### config.mk
export PLATFORM = sky130hd
export DESIGN_NAME = draw_region_scan_flat
export DESIGN_NICKNAME = d
export VERILOG_FILES = /design/src/rtl/draw_region_scan_if.sv /design/src/rtl/draw_region_scan.sv /design/src/flat_wrapper.sv
export SDC_FILE = /design/constraint.sdc
export NUM_CORES = 1
export LEC_CHECK = 0
export BUFFER_PORTS_ARGS = -buffer_cell sky130_fd_sc_hd__buf_2
export CORE_UTILIZATION = 54
export CTS_CLUSTER_SIZE = 14
export DETAILED_ROUTE_END_ITERATION = 12
export GPL_TIMING_DRIVEN = 0
export HOLD_SLACK_MARGIN = 0.03
export PLACE_DENSITY = 0.79
export SYNTH_ARGS = -nofsm -noshare
export SYNTH_HDL_FRONTEND = slang
export SYNTH_SLANG_ARGS = --single-unit
export TNS_END_PERCENT = 5
### constraint.sdc
create_clock -name clk -period 3.95 [get_ports clk]
set_input_delay 0.79 -clock clk [delete_from_list [all_inputs] [get_ports clk]]
set_output_delay 0.79 -clock clk [all_outputs]
set_load 0.1 [all_outputs]
### src/rtl/draw_region_scan_if.sv
// Handshake/bus bundle between the scene controller and the region scanner.
interface draw_region_scan_if #(
  parameter int CORDW = 11
);
  logic                    start;
  logic                    abort;
  logic [1:0]              mode;
  logic signed [CORDW-1:0] x0;
  logic signed [CORDW-1:0] y0;
  logic signed [CORDW-1:0] x1;
  logic signed [CORDW-1:0] y1;
  logic                    draw_ready;
  logic signed [CORDW-1:0] draw_X;
  logic signed [CORDW-1:0] draw_Y;
  logic                    draw_valid;
  logic                    busy;
  logic                    done;
  logic [2*CORDW-1:0]      pix_count;

  // Controller side: issues requests, consumes coordinates.
  modport master (
    output start, abort, mode, x0, y0, x1, y1, draw_ready,
    input  draw_X, draw_Y, draw_valid, busy, done, pix_count
  );

  // Scanner side.
  modport slave (
    input  start, abort, mode, x0, y0, x1, y1, draw_ready,
    output draw_X, draw_Y, draw_valid, busy, done, pix_count
  );
endinterface

### src/rtl/draw_region_scan.sv
// Rectangle scanner: walks a clipped, normalised region and emits one
// coordinate per valid/ready handshake in row-fill, outline or column-fill order.
module draw_region_scan #(
  parameter int CORDW = 11,
  parameter int H_RES = 640,
  parameter int V_RES = 480
) (
  input logic               clk,
  input logic               rst,
  draw_region_scan_if.slave bus
);

  typedef enum logic [1:0] {IDLE, INIT, DRAW, DONE} state_t;
  typedef enum logic [1:0] {M_FILL_ROW, M_OUTLINE, M_FILL_COL} scan_t;

  localparam logic signed [CORDW-1:0] ZERO  = '0;
  localparam logic signed [CORDW-1:0] ONE   = CORDW'(1);
  localparam logic signed [CORDW-1:0] X_MAX = CORDW'(H_RES - 1);
  localparam logic signed [CORDW-1:0] Y_MAX = CORDW'(V_RES - 1);

  state_t                  state;
  scan_t                   scan;
  logic signed [CORDW-1:0] cx0, cy0, cx1, cy1;
  logic signed [CORDW-1:0] xa, xb, ya, yb;
  logic signed [CORDW-1:0] draw_x, draw_y;
  logic                    draw_valid, busy, done;
  logic [2*CORDW-1:0]      pix_count;

  logic signed [CORDW-1:0] lo_x, hi_x, lo_y, hi_y;
  logic signed [CORDW-1:0] nxa, nxb, nya, nyb;
  logic                    empty;
  logic signed [CORDW-1:0] next_x, next_y;
  logic                    last;

  assign bus.draw_X     = draw_x;
  assign bus.draw_Y     = draw_y;
  assign bus.draw_valid = draw_valid;
  assign bus.busy       = busy;
  assign bus.done       = done;
  assign bus.pix_count  = pix_count;

  // Normalise latched corners, then clip them to the visible screen.
  always_comb begin
    lo_x  = (cx0 < cx1) ? cx0 : cx1;
    hi_x  = (cx0 < cx1) ? cx1 : cx0;
    lo_y  = (cy0 < cy1) ? cy0 : cy1;
    hi_y  = (cy0 < cy1) ? cy1 : cy0;
    nxa   = (lo_x < ZERO)  ? ZERO  : lo_x;
    nxb   = (hi_x > X_MAX) ? X_MAX : hi_x;
    nya   = (lo_y < ZERO)  ? ZERO  : lo_y;
    nyb   = (hi_y > Y_MAX) ? Y_MAX : hi_y;
    empty = (nxa > nxb) || (nya > nyb);
  end

  // Next coordinate after a handshake, per scan order.
  // Outline interior rows jump straight from xa to xb so no pixel repeats.
  always_comb begin
    next_x = draw_x;
    next_y = draw_y;
    last   = (draw_x == xb) && (draw_y == yb);
    case (scan)
      M_FILL_COL: begin
        if (draw_y == yb) begin
          next_y = ya;
          next_x = draw_x + ONE;
        end else begin
          next_y = draw_y + ONE;
        end
      end
      M_OUTLINE: begin
        if (draw_x == xb) begin
          next_x = xa;
          next_y = draw_y + ONE;
        end else if ((draw_y == ya) || (draw_y == yb)) begin
          next_x = draw_x + ONE;
        end else begin
          next_x = xb;
        end
      end
      default: begin
        if (draw_x == xb) begin
          next_x = xa;
          next_y = draw_y + ONE;
        end else begin
          next_x = draw_x + ONE;
        end
      end
    endcase
  end

  // Sequencer FSM with registered outputs.
  always_ff @(posedge clk) begin
    if (rst) begin
      state      <= IDLE;
      scan       <= M_FILL_ROW;
      cx0        <= '0;
      cy0        <= '0;
      cx1        <= '0;
      cy1        <= '0;
      xa         <= '0;
      xb         <= '0;
      ya         <= '0;
      yb         <= '0;
      draw_x     <= '0;
      draw_y     <= '0;
      draw_valid <= 1'b0;
      busy       <= 1'b0;
      done       <= 1'b0;
      pix_count  <= '0;
    end else begin
      done <= 1'b0;
      case (state)
        IDLE: begin
          if (bus.start) begin
            cx0       <= bus.x0;
            cy0       <= bus.y0;
            cx1       <= bus.x1;
            cy1       <= bus.y1;
            case (bus.mode)
              2'd1:    scan <= M_OUTLINE;
              2'd2:    scan <= M_FILL_COL;
              default: scan <= M_FILL_ROW;
            endcase
            pix_count <= '0;
            busy      <= 1'b1;
            state     <= INIT;
          end
        end
        INIT: begin
          if (bus.abort) begin
            busy  <= 1'b0;
            state <= IDLE;
          end else begin
            xa <= nxa;
            xb <= nxb;
            ya <= nya;
            yb <= nyb;
            if (empty) begin
              busy  <= 1'b0;
              done  <= 1'b1;
              state <= DONE;
            end else begin
              draw_x     <= nxa;
              draw_y     <= nya;
              draw_valid <= 1'b1;
              state      <= DRAW;
            end
          end
        end
        DRAW: begin
          if (bus.abort) begin
            draw_valid <= 1'b0;
            busy       <= 1'b0;
            state      <= IDLE;
          end else if (bus.draw_ready) begin
            pix_count <= pix_count + (2*CORDW)'(1);
            if (last) begin
              draw_valid <= 1'b0;
              busy       <= 1'b0;
              done       <= 1'b1;
              state      <= DONE;
            end else begin
              draw_x <= next_x;
              draw_y <= next_y;
            end
          end
        end
        DONE: begin
          state <= IDLE;
        end
        default: begin
          state <= IDLE;
        end
      endcase
    end
  end

endmodule

### src/flat_wrapper.sv
// flat-port wrapper written by rule: the top's interface ports become plain ports
module draw_region_scan_flat 
#(
  parameter int CORDW = 11,
  parameter int H_RES = 640,
  parameter int V_RES = 480
)
  (clk, rst, bus_start, bus_abort, bus_mode, bus_x0, bus_y0, bus_x1, bus_y1, bus_draw_ready, bus_draw_X, bus_draw_Y, bus_draw_valid, bus_busy, bus_done, bus_pix_count);
  draw_region_scan_if #(.CORDW(CORDW)) bus_i ();
  input logic clk;
  input logic rst;
  input wire logic [$bits(bus_i.start)-1:0] bus_start;
  input wire logic [$bits(bus_i.abort)-1:0] bus_abort;
  input wire logic [$bits(bus_i.mode)-1:0] bus_mode;
  input wire logic [$bits(bus_i.x0)-1:0] bus_x0;
  input wire logic [$bits(bus_i.y0)-1:0] bus_y0;
  input wire logic [$bits(bus_i.x1)-1:0] bus_x1;
  input wire logic [$bits(bus_i.y1)-1:0] bus_y1;
  input wire logic [$bits(bus_i.draw_ready)-1:0] bus_draw_ready;
  output wire logic [$bits(bus_i.draw_X)-1:0] bus_draw_X;
  output wire logic [$bits(bus_i.draw_Y)-1:0] bus_draw_Y;
  output wire logic [$bits(bus_i.draw_valid)-1:0] bus_draw_valid;
  output wire logic [$bits(bus_i.busy)-1:0] bus_busy;
  output wire logic [$bits(bus_i.done)-1:0] bus_done;
  output wire logic [$bits(bus_i.pix_count)-1:0] bus_pix_count;
  assign bus_i.start = bus_start;
  assign bus_i.abort = bus_abort;
  assign bus_i.mode = bus_mode;
  assign bus_i.x0 = bus_x0;
  assign bus_i.y0 = bus_y0;
  assign bus_i.x1 = bus_x1;
  assign bus_i.y1 = bus_y1;
  assign bus_i.draw_ready = bus_draw_ready;
  assign bus_draw_X = bus_i.draw_X;
  assign bus_draw_Y = bus_i.draw_Y;
  assign bus_draw_valid = bus_i.draw_valid;
  assign bus_busy = bus_i.busy;
  assign bus_done = bus_i.done;
  assign bus_pix_count = bus_i.pix_count;
  draw_region_scan #(.CORDW(CORDW), .H_RES(H_RES), .V_RES(V_RES)) u_core (.clk(clk), .rst(rst), .bus(bus_i));
endmodule
### Yosys cells after proc, flatten, opt, wreduce, memory -nomap -nowiden

Index checks and enable logic that the tools add are counted.

* register bits after elaboration: 139
* input port bits: 51
* output and inout bits: 47
* word-level logic and storage cells: 120

* add/subtract/negate cells: 3
* $lt $le $gt $ge: 8
* equality and inequality tests: 21
* muxes and demuxes: 56
* bitwise gates (word level): 1
* reductions and logical operators: 15

Operators with widths (count)
* two-way mux 11 bit: 25
* two-way mux 22 bit: 3
* case mux 11 bit (2 select lines): 3
* case mux 22 bit (2 select lines): 1
* equality test 11 bit: 3
* adder 11 x 2 -> 11 bit, second input constant: 2
* adder 22 x 1 -> 22 bit, second input constant: 1
* greater-than comparator 11 bit: 2
* less-than comparator 11 x 1 -> 1 bit, second input constant: 2
* less-than comparator 11 bit: 2
* two-way mux 1 bit: 14
* AND reduction 7 bit: 2
* != test 2 bit, second input constant: 6
* greater-than comparator 11 x 10 -> 1 bit, second input constant: 1
* greater-than comparator 11 bit, second input constant: 1
* two-way mux 2 bit: 5
* AND reduction 5 bit: 2
* != test 3 x 2 -> 1 bit, second input constant: 3
* equality test 2 bit, second input constant: 4
* case mux 2 bit (4 select lines): 1
* equality test 2 x 1 -> 1 bit, second input constant: 3
* case mux 1 bit (2 select lines): 2
* case mux 2 bit (2 select lines): 1
* AND reduction 2 bit: 2
* other kinds (11): 13

### Logic depth before layout (Yosys ltp)

* depth after elaboration: 9
* mapped depth: 21
* gate-level depth less buffers: 18

### Worst setup path after synthesis

Ideal clock, no wire load.

* kind: reg-to-reg
* from: register u_core.cy1[4]
* to: register u_core.draw_y[0] (netlist: u_core.bus.draw_Y[0])
* setup time: 0.071 ns
* arrival: 4.037 ns
* required time: 3.879 ns
* slack: -0.159 ns
* cell stages (with the launch flop): 22
* path buffers: 4
* clock period less this slack: 4.109 ns
* cells stage by stage: dfxtp_1 > inv_1 > ha_1 > a21oi_1 > o21ai_0 > a21o_1 > o21a_1 > buf_2 > o2111a_1 > clkbuf_1 > or2_2 > ha_1 > nand2_1 > or2_2 > a21o_1 > a31o_2 > nand4_1 > o21a_1 > buf_2 > clkbuf_1 > o21ai_0 > a21oi_1

* longest elaborated chain between the ends: 8
* elaborated cells between the ends (all ways): 14

Ends and longest elaborated chain
* start: declaration: RTL line draw_region_scan.sv:23 `logic signed [CORDW-1:0] cx0, cy0, cx1, cy1;`
* start signal: assignment: RTL line draw_region_scan.sv:118 `cy1 <= bus.y1;`
* less-than comparator 11 bit: RTL line draw_region_scan.sv:46, draw_region_scan.sv:47
* two-way mux 11 bit (on tied branches): RTL line draw_region_scan.sv:46, draw_region_scan.sv:47
* less-than comparator 11 x 1 -> 1 bit or greater-than comparator 11 x 10 -> 1 bit (tied branches): RTL line draw_region_scan.sv:50, draw_region_scan.sv:51
* two-way mux 11 bit (on tied branches): RTL line draw_region_scan.sv:50, draw_region_scan.sv:51
* greater-than comparator 11 bit: RTL line draw_region_scan.sv:52 `empty = (nxa > nxb) || (nya > nyb);`
* logical OR 1 bit: RTL line draw_region_scan.sv:52
* != test 2 bit (no source line)
* AND reduction 7 bit (no source line)
* end signal: assignment: RTL line draw_region_scan.sv:144 `draw_y <= nya;`
* end signal: assignment: RTL line draw_region_scan.sv:164 `draw_y <= next_y;`
* end: declaration: RTL line draw_region_scan.sv:25 `logic signed [CORDW-1:0] draw_x, draw_y;`

Parallel ways exist; a longest one is shown, timed or not. The select of a mux whose other input is x is not followed.
A chain may end at the register's enable or synchronous reset.

### Final worst setup path

* from: register u_core.cx1[10]
* to: register u_core.draw_y[8] (netlist: u_core.bus.draw_Y[8])

* longest elaborated chain between the ends: 8
* elaborated cells between the ends (all ways): 11

Ends and longest elaborated chain
* start: declaration: RTL line draw_region_scan.sv:23
* start signal: assignment: RTL line draw_region_scan.sv:117 `cx1 <= bus.x1;`
* less-than comparator 11 bit: RTL line draw_region_scan.sv:44, draw_region_scan.sv:45
* two-way mux 11 bit (on tied branches): RTL line draw_region_scan.sv:44, draw_region_scan.sv:45
* less-than comparator 11 x 1 -> 1 bit or greater-than comparator 11 bit (tied branches): RTL line draw_region_scan.sv:48, draw_region_scan.sv:49
* two-way mux 11 bit (on tied branches): RTL line draw_region_scan.sv:48, draw_region_scan.sv:49
* greater-than comparator 11 bit *: RTL line draw_region_scan.sv:52
* logical OR 1 bit *: RTL line draw_region_scan.sv:52
* != test 2 bit (no source line) *
* AND reduction 7 bit (no source line) *

Every way passes the cells marked *; elsewhere a longest branch is shown, timed or not.

==> impl_metrics.csv <==
group,metric,value,unit
layout,fin_util,72.9,%
sta,max-slew-margin-rel,44.6,%
sta,slew_viol_final,0,
routing,drt-vias-per-instance,6.17,
layout,final_layout_size_suffix_gt1_share,26.8,%
synth,synth-seq-cells,137,
global_routing,overflow,0,
clocking,cts_tree,"built",
placement,globalplace.congestion,0.982,
routing,drc,0,
power,power_switching,0.00233,W
power,sw_frac_of_total,39.6,%
synth,synth_cells,1083,
placement,post_dp_cell_area,9020,um^2
clocking,clkSinkCount,137,
routing,dr_total_vias,8885,
clocking,clkSlewWorstSetupHoldPaths,0.06,ns
routing,drt_wl_total,27.0,mm
synth,synthSimpleGateAreaFrac,24.9,%
worst_setup_path,start_kind,"flop",
clocking,htreeDepth,4,
sta,worst_pin_slew,0.830,ns
synth,synth_xor_area_share,7.18,%
clocking,ctsHoldBuffers,0,
placement,pre_cts_ws,-0.745,ns
clocking,root_buffer,"clkbuf_16",
worst_setup_path,required,4.25,ns
routing,dr.pass1.iters,8,
sta,setup_violations,25,
worst_setup_path,critPathMaxFanout,8,
layout,area_growth,29.6,%
sta,clock-skew-final,0.00757,ns
power,p_seq_share,27.9,%
synth,ys_warn_count,0,
synth,synth_cell_types,65,
synth,synth.avg_cell_area,7.66,um^2
die,die_x,126,um
placement,port_buffers,96,
min_path,hp-class,"reg2reg",
power,p_clk_share,26.8,%
layout,nFillCells,1132,
power,irDropWorstVdd,366,uV
sta,rsz0062_at_grt,"yes",
die,rows,44,
sta,final_hold_viol_count,0,
routing,drt_iter0_markers,912,
synth,seq_area_frac_synth,33.0,%
layout,n_antenna_cell,0,
placement,dp_hpwl,18.3,mm
synth,synth_top_area_share,33.0,%
routing,antenna_left,0,
job,cap_violations,0,
synth,synth_compound_gate_area_share,20.5,%
synth,syn-cell-area,8300,um^2
synth,yosysTopAreaCell,"dfxtp_1",
sta,setup_ws,-0.256,ns
layout,fin_nets,1341,
die,core,14800,um^2
worst_setup_path,arrival,4.50,ns
worst_setup_path,crit_path_end_kind,"flop",
global_routing,antenna_found_initial,0,
clocking,clk_latency,0.44,ns
die,start_util,56.3,%
power,p_leak,4.23,nW
die,die_y,126,um
synth,synth_edf_count,0,
synth,synth_top_family_by_area,"simple AND/OR/NAND/NOR gates",
global_routing,track_usage,32.7,%
synth,synth_top_flop_cell,"dfxtp_1",
power,power.density,547,nW/um^2
die,io_pins,98,
outcome,status,"finished with violations",
synth,synthArstFlopShare,0,%
power,p_comb_share,45.3,%
power,p_int,0.00356,W
synth,synth_fa_ha_area_share,7.24,%
synth,synthesis.nets,1182,
global_routing,grt_pass1_wl,41.2,mm
worst_setup_path,path_class,"reg2reg",
synth,synthTopCellsByArea,"dfxtp_1, nand2_1, ha_1",
routing,detail_route.wl_per_cell,18.8,um
clocking,cts_buffer_depth,2,
outcome,failed_checks,"setup timing",
die,die-area,15900,um^2
layout,design_area,10800,um^2
clocking,cts_buffers,17,
synth,muxShareOfSynthArea,1.85,%
global_routing,grt_max_degree,17,
sta,timing.fmax,238,MHz
global_routing,grt_pass1_vias,8181,
sta,period_needed,4.21,ns
sta,period_share,106,%
[cell type report]
type | instances | area (um^2) | share of cell area (%)
Timing Repair Buffer | 143 | 852 | 7.92
Tap cell | 184 | 230 | 2.14
Multi-Input combinational cell | 839 | 5790 | 53.8
Sequential cell | 137 | 2790 | 25.9
Buffer | 70 | 377 | 3.50
Clock buffer | 21 | 460 | 4.28
Clock inverter | 11 | 123 | 1.14
Inverter | 34 | 139 | 1.29
[layout by cell type (no fill, tap or decap), types with 26 or more instances in the layout]
| cell | instances |
|---|---|
| nor2_1 | 108 |
| buf_4 | 46 |
| buf_2 | 100 |
| nand3_1 | 51 |
| xnor2_1 | 33 |
| o211ai_1 | 26 |
| ha_1 | 29 |
| nand2_1 | 160 |
| dfxtp_1 | 109 |
| clkbuf_1 | 40 |
| o21ai_0 | 28 |
| a21oi_1 | 69 |
| nor3_1 | 31 |
| xor2_1 | 35 |
[cells in the mapped netlist, drive strengths merged, types with 17 or more instances]
master and instances:
a211oi 32, a21oi 82, and3 17, buf 28, clkbuf 45, dfxtp 137, ha 48, inv 32
nand2 161, nand3 54, nor2 109, nor3 33, o211ai 26, o21ai 43, xnor2 33, xor2 35
[power by group through the flow]
stage / registers, W / logic (W) / clock network [W]
3_5_place_dp: 0.00165 / 0.00188 / 0
2_1_floorplan: 0.00176 / 0.00131 / 0
4_1_cts: 0.00163 / 0.00234 / 0.00157
6_report: 0.00164 / 0.00267 / 0.00158
3_3_place_gp: 0.00164 / 0.00185 / 0
5_1_grt: 0.00165 / 0.00284 / 0.00163
[kinds of logic after synthesis]
family,Yosys count
and+or+nand+nor,447
DFF,137
adders and majority gates,48
xor gates and xnor gates,68
muxes,15
AOI/OAI and AO/OA,261
buffers and inverters,107
[per-stage QoR]
step / instances / hold WS [ns] / TNS, ns / total power (W)
3_3_place_gp: 1363 / 0.443 / -14.32 / 0.00349
3_5_place_dp: 1363 / 0.448 / -15.09 / 0.00352
4_1_cts: 1430 / 0.467 / -0.000769 / 0.00554
5_1_grt: 1439 / 0.487 / -7.80 / 0.00612
2_1_floorplan: 1083 / 0.436 / -0.0141 / 0.00307
6_report: 1439 / 0.466 / -4.53 / 0.00589
[worst max-delay path: stages, from the launching register on]
cell and delay (ns):
dfxtp_4 0.43, clkinvlp_4 0.18, ha_4 0.20, nor2_1 0.24, a31oi_4 0.14, a21o_1 0.22
buf_6 0.14, o211ai_1 0.10, o31a_1 0.34, and3_4 0.27, ha_4 0.21, a21oi_2 0.14
a21oi_2 0.07, nor3_1 0.13, a211o_1 0.19, nand4_1 0.19, o21a_1 0.28, buf_6 0.15
clkbuf_16 0.15, o211ai_1 0.19, o41ai_2 0.10
[layer usage]
metal  vias up  part of all wire [%]  GRT usage [%]
li1       4171                     -              -
met1      4187                    41           41.0
met2       439                    48           54.9
met3        88                   7.5           6.16
met4         0                   3.6           14.3
met5         -                     0              0
[worst paths after layout]
check,from,end,slack (ns),cells after the start
worst max-delay path,u_core.cx1[10]$_SDFFE_PP0P_,u_core.bus.draw_Y[8]$_SDFFE_PP0P_,-0.26,20
worst min-delay path,u_core.cy1[2]$_SDFFE_PP0P_,u_core.cy1[2]$_SDFFE_PP0P_,0.47,2
worst min register to register,u_core.cy1[2]$_SDFFE_PP0P_,u_core.cy1[2]$_SDFFE_PP0P_,0.47,2
worst max register to register,u_core.cx1[10]$_SDFFE_PP0P_,u_core.bus.draw_Y[8]$_SDFFE_PP0P_,-0.26,20
[state kept, by name (all words and copies together), names as in the netlist]
signal	count
u_core.bus.busy	1
u_core.bus.done	1
u_core.bus.draw_X	11
u_core.bus.draw_Y	11
u_core.bus.draw_valid	1
u_core.bus.pix_count	22
u_core.cx0	11
u_core.cx1	11
u_core.cy0	11
u_core.cy1	11
u_core.scan	2
u_core.state	2
u_core.xa	10
u_core.xb	11
u_core.ya	10
u_core.yb	11
[repair_timing]
| action | CTS | global route |
|---|---|---|
| setup buffers | 37 | 9 |
| cloned | 1 | 0 |
| gates resized for setup | 129 | 63 |
| setup endpoints to repair | 26 | 25 |
| pin swaps | 40 | 42 |
No activity file was read; power rests on OpenSTA's default activity.
